**config.mk**
```make
export PLATFORM = sky130hd
export DESIGN_NAME = ma_interpolator
export DESIGN_NICKNAME = d
export VERILOG_FILES = /design/src/rtl/ma_interp_pkg.sv /design/src/rtl/ma_interpolator.sv
export SDC_FILE = /design/constraint.sdc
export NUM_CORES = 1
export LEC_CHECK = 0
export ABC_AREA = 1
export BUFFER_PORTS_ARGS = -buffer_cell sky130_fd_sc_hd__buf_4
export CORE_UTILIZATION = 40
export CTS_CLUSTER_SIZE = 16
export DETAILED_ROUTE_END_ITERATION = 10
export GPL_ROUTABILITY_DRIVEN = 0
export PLACE_DENSITY = 0.69
export SLEW_MARGIN = 20
export SYNTH_ARGS = -nofsm -noshare
export SYNTH_HDL_FRONTEND = slang
export SYNTH_SLANG_ARGS = --single-unit
```
**constraint.sdc**
```tcl
create_clock -name clk -period 4 [get_ports clk]
set_input_delay 0.8 -clock clk [delete_from_list [all_inputs] [get_ports clk]]
set_output_delay 0.8 -clock clk [all_outputs]
set_load 0.01 [all_outputs]
```
**src/rtl/ma_interp_pkg.sv**
```systemverilog
// Shared types and width helpers for the moving-average interpolator.
// Optional rounding is selected in ma_interpolator with MA_INTERP_ROUND_EN.
package ma_interp_pkg;

    typedef enum logic {
        IDLE = 1'b0,
        RUN  = 1'b1
    } ma_interp_state_e;

    localparam int unsigned DATA_WIDTH_DEFAULT  = 16;
    localparam int unsigned INTERP_LOG2_DEFAULT = 3;

    // Accumulator holds x_prev*R plus a signed delta, so it needs one sign bit on top.
    function automatic int unsigned acc_width(input int unsigned dw, input int unsigned il2);
        return dw + il2 + 1;
    endfunction

    function automatic int unsigned delta_width(input int unsigned dw);
        return dw + 1;
    endfunction

    localparam int unsigned ACC_WIDTH_DEFAULT   = acc_width(DATA_WIDTH_DEFAULT, INTERP_LOG2_DEFAULT);
    localparam int unsigned DELTA_WIDTH_DEFAULT = delta_width(DATA_WIDTH_DEFAULT);

endpackage

```
**src/rtl/ma_interpolator.sv**
```systemverilog
// Linear-ramp interpolator: one input sample per handshake, 2**INTERP_LOG2 output samples.
// Define MA_INTERP_ROUND_EN for round-half-up output scaling instead of truncation.
module ma_interpolator
    import ma_interp_pkg::*;
#(
    parameter int unsigned DATA_WIDTH  = DATA_WIDTH_DEFAULT,
    parameter int unsigned INTERP_LOG2 = INTERP_LOG2_DEFAULT
) (
    input  logic                  clk,
    input  logic                  reset_n,
    input  logic                  in_valid,
    output logic                  in_ready,
    input  logic [DATA_WIDTH-1:0] in_data,
    output logic                  out_valid,
    input  logic                  out_ready,
    output logic [DATA_WIDTH-1:0] out_data
);

    localparam int unsigned ACC_W   = acc_width(DATA_WIDTH, INTERP_LOG2);
    localparam int unsigned DELTA_W = delta_width(DATA_WIDTH);
    localparam logic [INTERP_LOG2-1:0] LAST_PHASE = '1;

`ifdef MA_INTERP_ROUND_EN
    localparam logic signed [ACC_W-1:0] ROUND_HALF = ACC_W'(1) <<< (INTERP_LOG2 - 1);
`endif

    ma_interp_state_e        state_q,     state_d;
    logic [DATA_WIDTH-1:0]   x_prev_q,    x_prev_d;
    logic [INTERP_LOG2-1:0]  phase_q,     phase_d;
    logic signed [ACC_W-1:0] acc_q,       acc_d;
    logic signed [DELTA_W-1:0] delta_q,   delta_d;
    logic                    out_valid_q, out_valid_d;
    logic [DATA_WIDTH-1:0]   out_data_q,  out_data_d;

    logic                      last_phase;
    logic                      out_fire;
    logic                      accept;
    logic signed [DELTA_W-1:0] delta_new;
    logic signed [ACC_W-1:0]   acc_new;
    logic signed [ACC_W-1:0]   acc_step;

    function automatic logic [DATA_WIDTH-1:0] scale(input logic signed [ACC_W-1:0] a);
`ifdef MA_INTERP_ROUND_EN
        return DATA_WIDTH'((a + ROUND_HALF) >>> INTERP_LOG2);
`else
        return DATA_WIDTH'(a >>> INTERP_LOG2);
`endif
    endfunction

    assign last_phase = (phase_q == LAST_PHASE);
    assign out_fire   = out_valid_q && out_ready;

    // Ready on the final-phase handshake lets the next ramp start without a bubble.
    assign in_ready = reset_n && ((state_q == IDLE) || (last_phase && out_fire));
    assign accept   = in_valid && in_ready;

    assign delta_new = $signed({1'b0, in_data}) - $signed({1'b0, x_prev_q});
    assign acc_new   = $signed({1'b0, x_prev_q, {INTERP_LOG2{1'b0}}})
                     + $signed({{INTERP_LOG2{delta_new[DELTA_W-1]}}, delta_new});
    assign acc_step  = acc_q + $signed({{INTERP_LOG2{delta_q[DELTA_W-1]}}, delta_q});

    // NOTE: every next-state signal gets a hold default first so no latch is inferred.
    always_comb begin
        state_d     = state_q;
        x_prev_d    = x_prev_q;
        phase_d     = phase_q;
        acc_d       = acc_q;
        delta_d     = delta_q;
        out_valid_d = out_valid_q;
        out_data_d  = out_data_q;

        if (accept) begin
            state_d     = RUN;
            x_prev_d    = in_data;
            delta_d     = delta_new;
            acc_d       = acc_new;
            phase_d     = '0;
            out_valid_d = 1'b1;
            out_data_d  = scale(acc_new);
        end else if (out_fire) begin
            if (!last_phase) begin
                phase_d    = phase_q + INTERP_LOG2'(1);
                acc_d      = acc_step;
                out_data_d = scale(acc_step);
            end else begin
                out_valid_d = 1'b0;
                state_d     = IDLE;
            end
        end
    end

    // NOTE: state registers use non-blocking assignments so all flops update together.
    always_ff @(posedge clk) begin
        if (!reset_n) begin
            state_q     <= IDLE;
            x_prev_q    <= '0;
            phase_q     <= '0;
            acc_q       <= '0;
            delta_q     <= '0;
            out_valid_q <= 1'b0;
            out_data_q  <= '0;
        end else begin
            state_q     <= state_d;
            x_prev_q    <= x_prev_d;
            phase_q     <= phase_d;
            acc_q       <= acc_d;
            delta_q     <= delta_d;
            out_valid_q <= out_valid_d;
            out_data_q  <= out_data_d;
        end
    end

    assign out_valid = out_valid_q;
    assign out_data  = out_data_q;

endmodule

```
## Word-level counts from Yosys, hierarchy flattened

Cells that the tools add are included.

| storage, ports and cells | value |
|---|---|
| input port bits | 20 |
| output and inout bits | 18 |
| logic and storage cells | 35 |
| register bits after elaboration | 73 |

| cells by class | value |
|---|---|
| add/sub/neg operators | 4 |
| muxes and demuxes | 9 |
| equal/unequal tests | 2 |
| bitwise logic cells | 3 |
| reductions and logical operators | 11 |

Operator list:

| operator | count |
|---|---|
| two-way mux 20 bit | 3 |
| two-way mux 16 bit | 3 |
| adder 20 x 17 -> 20 bit | 2 |
| subtractor 16 x 16 -> 17 bit | 1 |
| AND reduction 2 bit | 3 |
| logical AND 1 bit | 4 |
| nonzero test 2 bit | 2 |
| adder 3 x 1 -> 3 bit, second input constant | 1 |
| equality test 3 bit, second input constant | 1 |
| two-way mux 1 bit | 3 |
| NOT 1 bit | 3 |
| inequality test 2 x 1 -> 1 bit, second input constant | 1 |
| OR reduction 2 bit | 1 |
| logical OR 1 bit | 1 |

## Depth between registers and ports, before layout

| logic depth | value |
|---|---|
| word-level depth | 7 |
| gate-level depth with buffers | 25 |
| mapped depth without buffers | 25 |

## Least setup slack after synthesis

OpenSTA, ideal clock, no wires.

| timing path | value |
|---|---|
| path type | input to register |
| start point | input in_data[0] |
| end point | register acc_q[16] |
| setup time | 0.109 ns |
| required time | 3.891 ns |
| path buffers | 0 |
| stages | 24 |
| arrival | 3.313 ns |
| setup slack | 0.579 ns |
| cells stage by stage | inv_1 > ha_1 > fa_1 > inv_1 > nand2_1 > nand2_1 > nand3_1 > nand2_1 > nand2_1 > nand2_1 > a21oi_1 > or2_1 > and2_1 > ha_1 > nand2_1 > nor2_1 > and2_1 > nand2_1 > nand2_1 > nand2_1 > nand3_1 > nand3_1 > nand2_1 > inv_1 |

| between the ends | value |
|---|---|
| cells in the longest elaborated chain, start to end | 3 |

RTL lines:

| item | RTL line | RTL |
|---|---|---|
| from (decl) | ma_interpolator.sv:13 | `input logic [DATA_WIDTH-1:0] in_data,` |
| subtractor 16 x 16 -> 17 bit | ma_interpolator.sv:57 | `assign delta_new = $signed({1'b0, in_data}) - $signed({1'b0, x_prev_q});` |
| net delta_new[14] | ma_interpolator.sv:38 | `logic signed [DELTA_W-1:0] delta_new;` |
| adder 20 x 17 -> 20 bit | ma_interpolator.sv:59 | `+ $signed({{INTERP_LOG2{delta_new[DELTA_W-1]}}, delta_new});` |
| two-way mux 20 bit | ma_interpolator.sv:72 | `if (accept) begin` |
| to (signal assigned) | ma_interpolator.sv:98 | `acc_q <= '0;` |
| to (signal assigned) | ma_interpolator.sv:106 | `acc_q <= acc_d;` |
| to (decl) | ma_interpolator.sv:30 | `logic signed [ACC_W-1:0] acc_q, acc_d;` |

The timed path passes the listed nets, and every way through them passes these cells.
A chain may end at the register's enable or synchronous reset.

## Final worst setup path

| timing path | value |
|---|---|
| start point | input in_data[0] |
| end point | register acc_q[15] |

Same word-level chain as after synthesis.

==> flow_metrics.py <==
metrics = {
    "critical_path": {
        "critical-path-slowest-cell": "fa_1",
        "critPathLaunchType": "primary input",
        "r2r-end": "acc_q[15]",
        "cpMostUsedCell": "nand2_1",
        "critPathCaptureType": "register",
        "crit_path_max_fanout": 5,
        "regToRegStartpoint": "x_prev_q[0]",
        "reg2reg_depth": 23,
        "crit_type": "primary input to register",
        "cp_slowest_stage_delay_ns": 0.37,
        "crit_arrival_ns": 3.80,
        "critPathRequiredTime_ns": 4.26,
        "ff2ff_setup_slack_ns": 0.74,
    },
    "layout": {
        "drive_above_1_share_pct": 7.74,
        "n_antenna_cell": 0,
        "finalInstanceArea_um2": 5310,
        "area_growth_pct": 8.38,
        "final_common_cell": "nand2_1",
        "final_nets": 861,
        "most-common-layout-cells": "225 x nand2_1, 99 x inv_1, 63 x a21oi_1",
    },
    "logic_synthesis": {
        "ys_warn_count": 0,
        "synth_seq_cells": 56,
        "syn_inst": 770,
        "synth_area_um2": 4900,
        "synthDistinctLibCells": 37,
        "synth_area_per_cell_um2": 6.36,
        "seq_area_frac_synth_pct": 22.9,
        "yosysTopAreaCell": "dfxtp_1",
        "synth_nets": 844,
        "yosys-top-cells-area": "dfxtp_1 23%, nand2_1 17%, ha_1 13%",
        "synth_top_area_share_pct": 22.9,
    },
    "sta": {
        "fmax_mhz": 282,
        "fin_ws_ns": 0.456,
        "max_slew_margin_pct": 59.8,
        "slew_violations": 0,
        "tns_ns": 0,
        "fin_skew_ns": 0.00819,
        "hold_slack_ns": 0.461,
        "worst_pin_slew_ns": 0.600,
        "min_period_ns": 3.54,
        "rsz0062_at_grt": "false",
        "setup_viol_count_final": 0,
        "finalHoldViolCount": 0,
        "fin_crit_sh_pct": 88.6,
    },
    "clocking": {
        "path_clk_slew_ns": 0.08,
        "cts.sinks": 56,
        "cts_tree": "built",
        "post_cts_resized": 0,
        "numCtsBuffers": 5,
        "clockBufferDepth": 2,
        "insertion_delay_ns": 0.31,
        "htree_levels": 2,
        "cts_hold_buf": 0,
        "cts-root-buf": "clkbuf_16",
        "postCtsSetupBuffers": 0,
    },
    "min_path": {
        "min_from": "delta_q[13]",
        "hold_end": "delta_q[13]",
        "min_path_type": "register to register",
        "hold_depth": 2,
    },
    "placement": {
        "dpl_worst_slack_ns": 0.151,
        "port_buffers": 37,
        "placed_cell_area_um2": 5160,
        "dp_hpwl_um": 9360,
    },
    "grt": {
        "grt_pass1_vias": 4387,
        "grt_pass1_wl_um": 20700,
        "grt_usage_pct": 20.2,
        "overflow": 0,
        "antenna_found_initial": 0,
        "grt_max_degree": 47,
    },
    "routing": {
        "drt_iter0_drc": 250,
        "dr.pass1.iters": 5,
        "wirelength_um": 12000,
        "wl_per_cell_um": 12.8,
        "via_count": 4690,
        "drc": 0,
        "ant_nets": 0,
        "vias_per_cell": 5.02,
    },
    "floorplanning": {
        "die_y_um": 113,
        "coreArea_um2": 12000,
        "rows": 40,
        "die_w_um": 113,
        "initial_utilization_pct": 41.0,
        "ios": 38,
        "die_area_um2": 12700,
    },
    "run": {
        "max_cap_violations": 0,
    },
    "power_and_ir_drop": {
        "p_seq_share_pct": 33.8,
        "combPwrFrac_pct": 42.8,
        "power.leakage_uw": 0.00281,
        "p_int_uw": 1170,
        "p_per_area_nw_per_um2": 370,
        "p_sw_share_pct": 40.5,
        "p_clk_share_pct": 23.4,
        "p_sw_uw": 794,
        "ir_drop_uv": 190,
    },
    "outcome": {
        "outcome": "completed",
    },
}
==> routing by layer <==
| metal | GRT usage, % | wire length [um] |
|---|---|---|
| met1 | 27.8 | 6050 |
| met2 | 33.3 | 5250 |
| met3 | 2.54 | 540 |
| met4 | 5.42 | 136 |
| met5 | 0 | 0 |
==> logic make-up after synthesis <==
kind of cell,count (synthesis),share of synthesized area [%]
AOI/OAI and AO/OA,145,16.1
xor gates and xnor gates,15,2.68
adders and majority gates,54,14.3
buffers and inverters,132,12.4
DFF,56,22.9
and+or+nand+nor,368,31.7
==> registers in the layout (all words and copies together), names as in the netlist <==
| name | count |
|---|---|
| delta_q | 17 |
| out_valid | 1 |
| acc_q | 19 |
| x_prev_q | 16 |
| phase_q | 3 |
==> stage by stage <==
step | total power (uW) | instances | utilization, %
after floorplan | 1320 | 770 | -
final | 1960 | 935 | 44.4
after detailed placement | 1500 | 927 | 43.2
after global routing | 2130 | 935 | 44.4
after global placement | 1500 | 927 | 43.2
after CTS | 1960 | 935 | 44.4
==> worst max-delay path, delay by kind of cell <==
| family | cells | cell delay (ns) |
|---|---|---|
| simple gates | 17 | 1.74 |
| fa+ha+maj | 3 | 0.95 |
| compound gates | 1 | 0.08 |
| buf+inv | 4 | 0.24 |
==> Yosys cell counts, drive strengths merged <==
cell type  count
xnor2          4
ha            51
nand3b         6
inv          101
a21o           3
and2           8
o21ai         58
clkbuf         3
a21oi         63
nor3           5
xor2          11
a22o           6
a31oi          7
buf           28
nand4          2
fa             3
nand2        227
or2            7
a21boi         1
a211oi         1
o22ai          1
nor4           3
nand3         59
o211ai         1
dfxtp         56
nand2b         1
nor2          50
o21bai         4
==> worst max-delay path by stage <==
stage	startpoint	endpoint	slack, ns
after global routing	in_data[0]	acc_q[17]	0.16
after detailed placement	in_data[0]	acc_q[17]	0.15
after CTS	in_data[0]	acc_q[15]	0.46
after floorplan	in_data[0]	acc_q[16]	0.58
after global placement	in_data[0]	acc_q[17]	0.21
final	in_data[0]	acc_q[15]	0.46
==> cell type report <==
type                            instances  area [um2]
Timing Repair Buffer                   41         308
Clock inverter                          3        21.3
Sequential cell                        56        1120
Multi-Input combinational cell        582        3170
Inverter                              101         379
Clock buffer                            5         125
Tap cell                              147         184
Fill cell                            1283        6650
==> power by group through the flow <==
stage	logic, uW	clock network, uW	registers, uW
after detailed placement	829	0	675
after global routing	963	493	671
after global placement	821	0	675
final	840	459	663
after floorplan	659	0	657
after CTS	835	467	662
Power figures use the tool's default switching activity.
